**src/rtl/mem_access_unit.sv**
```systemverilog
// Load/store initiator between the execute stage and a word-indexed, registered-read ram.
// Define MEM_ACCESS_MISALIGN_TRAP_EN to fault misaligned H/HU/SH/W/SW instead of aligning them down.
module mem_access_unit #(
   parameter logic [2:0] REGION_TAG = 3'b000,
   parameter int         WORD_SHIFT = 2
) (
   input  logic        clk,
   input  logic        reset,
   input  logic        req_valid,
   output logic        req_ready,
   input  logic        req_write,
   input  logic [2:0]  req_funct3,
   input  logic [31:0] req_addr,
   input  logic [31:0] req_wdata,
   output logic        resp_valid,
   output logic [31:0] resp_rdata,
   output logic        resp_fault,
   output logic [31:0] mem_address,
   output logic [31:0] mem_data_in,
   output logic        mem_write_enable,
   input  logic [31:0] mem_data_out
);

   typedef enum logic [2:0] {IDLE, RD, CAP, WR, RESP} state_t;

   state_t      state, state_next;
   logic [31:0] addr_r, data_r;
   logic [2:0]  funct3_r;
   logic        write_r, fault_r;
   logic        accept, fault_req;
   logic [31:0] merged, load_ext;
   logic [7:0]  byte_v;
   logic [15:0] half_v;

   assign accept = req_valid && req_ready;

   always_comb begin
      fault_req = 1'b0;
      if (req_addr[31:29] != REGION_TAG) fault_req = 1'b1;
      case (req_funct3)
         3'b011, 3'b110, 3'b111: fault_req = 1'b1;
         3'b100, 3'b101:         if (req_write) fault_req = 1'b1;
         default:                ;
      endcase
`ifdef MEM_ACCESS_MISALIGN_TRAP_EN
      if (req_funct3[1:0] == 2'b01 && req_addr[0])          fault_req = 1'b1;
      if (req_funct3[1:0] == 2'b10 && req_addr[1:0] != 2'b00) fault_req = 1'b1;
`endif
   end

   // Lane selection from the registered address; the word index already discards addr[1:0].
   always_comb begin
      byte_v = mem_data_out[{addr_r[1:0], 3'b000} +: 8];
      half_v = mem_data_out[{addr_r[1], 4'b0000} +: 16];
      merged = mem_data_out;
      if (funct3_r[1:0] == 2'b00) merged[{addr_r[1:0], 3'b000} +: 8] = data_r[7:0];
      else                        merged[{addr_r[1], 4'b0000} +: 16] = data_r[15:0];
      case (funct3_r)
         3'b000:  load_ext = {{24{byte_v[7]}}, byte_v};
         3'b001:  load_ext = {{16{half_v[15]}}, half_v};
         3'b100:  load_ext = {24'h0, byte_v};
         3'b101:  load_ext = {16'h0, half_v};
         default: load_ext = mem_data_out;
      endcase
   end

   // NOTE: sequential state uses non-blocking assignments so every register samples pre-edge values.
   always_ff @(posedge clk or negedge reset) begin
      if (!reset) begin
         state    <= IDLE;
         addr_r   <= '0;
         data_r   <= '0;
         funct3_r <= '0;
         write_r  <= 1'b0;
         fault_r  <= 1'b0;
      end else begin
         state <= state_next;
         if (accept) begin
            addr_r   <= req_addr;
            data_r   <= req_wdata;
            funct3_r <= req_funct3;
            write_r  <= req_write;
            fault_r  <= fault_req;
         end else if (state == CAP) begin
            data_r <= write_r ? merged : load_ext;
         end
      end
   end

   // NOTE: every output and next-state value gets a default first so no latch is inferred.
   always_comb begin
      state_next       = state;
      req_ready        = 1'b0;
      resp_valid       = 1'b0;
      resp_fault       = 1'b0;
      resp_rdata       = '0;
      mem_address      = '0;
      mem_data_in      = '0;
      mem_write_enable = 1'b0;
      case (state)
         IDLE: begin
            req_ready = 1'b1;
            if (accept) begin
               if (fault_req)                             state_next = RESP;
               else if (req_write && req_funct3 == 3'b010) state_next = WR;
               else                                       state_next = RD;
            end
         end
         RD: begin
            mem_address = addr_r >> WORD_SHIFT;
            state_next  = CAP;
         end
         CAP: begin
            mem_address = addr_r >> WORD_SHIFT;
            state_next  = write_r ? WR : RESP;
         end
         WR: begin
            mem_address      = addr_r >> WORD_SHIFT;
            mem_data_in      = data_r;
            mem_write_enable = 1'b1;
            state_next       = RESP;
         end
         RESP: begin
            resp_valid = 1'b1;
            resp_fault = fault_r;
            if (!fault_r && !write_r) resp_rdata = data_r;
            state_next = IDLE;
         end
         default: state_next = IDLE;
      endcase
   end

endmodule

```
**config.mk**
```make
export PLATFORM = sky130hd
export DESIGN_NAME = mem_access_unit
export DESIGN_NICKNAME = d
export VERILOG_FILES = /design/src/rtl/mem_access_unit.sv
export SDC_FILE = /design/constraint.sdc
export NUM_CORES = 1
export LEC_CHECK = 0
export CORE_MARGIN = 2
export CORE_UTILIZATION = 38
export CTS_CLUSTER_SIZE = 30
export DETAILED_ROUTE_END_ITERATION = 8
export PLACE_DENSITY = 0.75
export SETUP_SLACK_MARGIN = 0.3
export SLEW_MARGIN = 20
export SYNTH_ARGS = -nofsm -noshare
export SYNTH_HDL_FRONTEND = slang
export SYNTH_SLANG_ARGS = --single-unit
```
**constraint.sdc**
```tcl
create_clock -name clk -period 4.15 [get_ports clk]
set_clock_uncertainty 0.15 [all_clocks]
set_input_delay 0.6225 -clock clk [delete_from_list [all_inputs] [get_ports clk]]
set_output_delay 0.6225 -clock clk [all_outputs]
set_load 0.02 [all_outputs]
```
==> flow_metrics.env <==
export IMPL_run_status="finished clean"
export IMPL_cts_htree_levels=3
export IMPL_synth_fa_ha_area_share_pct=1.187
export IMPL_die_w_um=121.8
export IMPL_rows=43
export IMPL_cts_tree="built"
export IMPL_routed_via_density=5.657
export IMPL_grt_max_degree=73
export IMPL_ys_warn_count=0
export IMPL_drt_wirelength_per_cell_um=18.29
export IMPL_area_growth_pct=44.08
export IMPL_synth_compound_area_share_pct=23.68
export IMPL_whs_ns=0.2666
export IMPL_final_nets=924
export IMPL_synth_top_family_by_area="simple AND/OR/NAND/NOR gates"
export IMPL_fin_area_um2=7591
export IMPL_synth_top_area_share_pct=34.20
export IMPL_start_kind="flip-flop"
export IMPL_hold_buffers=0
export IMPL_drv_cap=0
export IMPL_total_power_mw=2.577
export IMPL_worst_setup_path_end_kind="output pin"
export IMPL_diodes=0
export IMPL_clockBufferDepth=2
export IMPL_max_slew_margin_rel_pct=36.85
export IMPL_cts_setup_buffers=0
export IMPL_clk_pin_slew_worst_paths_ns=0.06
export IMPL_cts_num_sinks=72
export IMPL_ctsRootBufferMaster="clkbuf_16"
export IMPL_cts_buffers=9
export IMPL_drive_gt1_share_pct=5.854
export IMPL_totalWireLength_um=18290
export IMPL_fin_crit_sh_pct=81.15
export IMPL_route_detailed_drc=0
export IMPL_synthCells=649
export IMPL_ys_top_cells_by_area="dfrtp_1 34%, and2_1 13%, nand2_1 9.3%, a21oi_1 3.8%, a221o_1 2.7%"
export IMPL_required_ns=3.38
export IMPL_timing_reg2reg_setup_slack_ns=1.31
export IMPL_dp_hpwl_um=12830
export IMPL_grt_pass1_vias=5199
export IMPL_synth_simple_area_share_pct=33.08
export IMPL_tightest_slew_ns=0.9473
export IMPL_gr_usage_all_layers_pct=24.82
export IMPL_post_synth_cell_area_avg_um2=8.118
export IMPL_clk_latency_ns=0.35
export IMPL_finalCriticalPeriod_ns=3.368
export IMPL_min_path_type="in2async"
export IMPL_crit_fanout=31
export IMPL_initial_core_util_pct=38.40
export IMPL_p_leak_nw=3.139
export IMPL_synthFlopType="dfrtp_1"
export IMPL_slew_viol_final=0
export IMPL_grt_pass1_wl_um=28430
export IMPL_synth_edff_count=0
export IMPL_synth_seq_area_share_pct=34.20
export IMPL_coreArea_um2=13720
export IMPL_routabilityCongestion=0.9573
export IMPL_synth_top_area_cell="dfrtp_1"
export IMPL_rsz0062_at_grt="no"
export IMPL_place_area_um2=7302
export IMPL_cts_resized=0
export IMPL_muxShareOfSynthArea_pct=1.900
export IMPL_async_reset_ff_share_pct=100.0
export IMPL_arrival_ns=2.60
export IMPL_hold_viol=0
export IMPL_die_h_um=121.8
export IMPL_ant_nets=0
export IMPL_dieArea_um2=14820
export IMPL_synth_xor_xnor_area_share_pct=0
export IMPL_first_pass_iters=8
export IMPL_io_buffers=200
export IMPL_overflow=0
export IMPL_synth_distinct_cells=74
export IMPL_finalSetupTns_ns=0
export IMPL_fillers=1329
export IMPL_setup_viol_count_final=0
export IMPL_vias=5657
export IMPL_ys_ff_latch=72
export IMPL_powerDensity_nw_per_um2=339.5
export IMPL_criticalPathCategory="reg2out"
export IMPL_ir_drop_v=0.0001818
export IMPL_max_freq_mhz=296.9
export IMPL_drt_iter0_drc=450
export IMPL_num_io_pins=203
export IMPL_antenna_found_initial=0
export IMPL_synth_cell_area_um2=5269
synthesized netlist by cell type, drive strengths merged (7+ instances only):
library cell    n
a221o          14
nand2         131
dfrtp          72
nand4           9
o22ai          10
o31ai           8
and2          108
and3           11
a222oi          7
inv             7
a211oi         18
a21oi          40
a22o            7
nand2b          7
clkbuf         33
nor2           16
a31oi          22
buf            21
mux2i          10
o21ai          23
cell families (layout without fill, tap and decap cells):
group,count (synthesis),after routing
and+or+nand+nor,325,325
AOI/OAI and AO/OA,174,174
DFF,72,72
buffers and inverters,62,232
muxes,10,10
adders and majority gates,5,5
other,1,2
layout by cell type, fill, tap and decap left out, types with 8 or more instances in the layout:
master	count
buf_4	11
a221o_1	14
a31oi_1	22
a211oi_1	18
mux2i_1	10
and3_1	11
nand2_1	130
a21oi_1	40
nand4_1	9
o31ai_1	8
nor2_1	16
clkdlybuf4s50_1	199
o21ai_0	20
and2_1	106
dfrtp_1	72
o22ai_1	8
clkbuf_16	9
where the power goes:
part | switching, mW | total, mW | internal (mW)
Combinational | 0.419 | 0.767 | 0.348
Sequential | 0.189 | 1.02 | 0.834
Clock | 0.309 | 0.787 | 0.478
stage by stage:
step	std cells	util, %	setup slack (ns)
after detailed placement	985	53.22	0.9578
after global placement	985	53.22	1.009
after CTS	1000	55.33	0.7829
final	1000	55.33	0.7824
after floorplan	650	-	1.524
after global routing	1000	55.33	0.6126
area by class of cell:
cell class              instances  area, um2  share of cell area [%]
clock inverters                 3      42.54                  0.5604
flip-flops and latches         72       1802                   23.73
well taps                     180      225.2                   2.967
multi-input cells             516       3174                   41.82
inverters                       7      26.28                  0.3461
clock buffers                  12      246.5                   3.247
repair buffers                210       2074                   27.33
final timing paths:
kind                                  end        from  cells after the start
setup / recovery           resp_rdata[15]    state[1]                      6
hold / removal                 data_r[19]       reset                      1
setup reg to reg               data_r[11]    state[1]                      4
hold reg to reg                addr_r[28]  addr_r[28]                      2
max in group asynchronous      addr_r[29]       reset                      1
min in group clk               addr_r[28]  addr_r[28]                      2
worst max-delay path, cell delays in order, from the launching register on:
cell and delay [ns]:
dfrtp_1 0.60, nor2_1 0.29, nand2_1 0.14, nor3_2 0.14, buf_4 0.30, and2_1 0.17
clkdlybuf4s50_1 0.60
layer usage:
metal  GRT usage [%]  vias to the layer above  part of all wire, %
li1                -                     2647                    -
met1           31.31                     2606                   40
met2           38.34                      358                   45
met3           8.474                       46                   12
met4           11.35                        0                  3.1
met5               0                        -                    0
registers in the layout, indices dropped and copies added, names as in the netlist:
register	count
data_r	32
addr_r	32
fault_r	1
write_r	1
funct3_r	3
state	3
(Power assumes the default switching activity.)
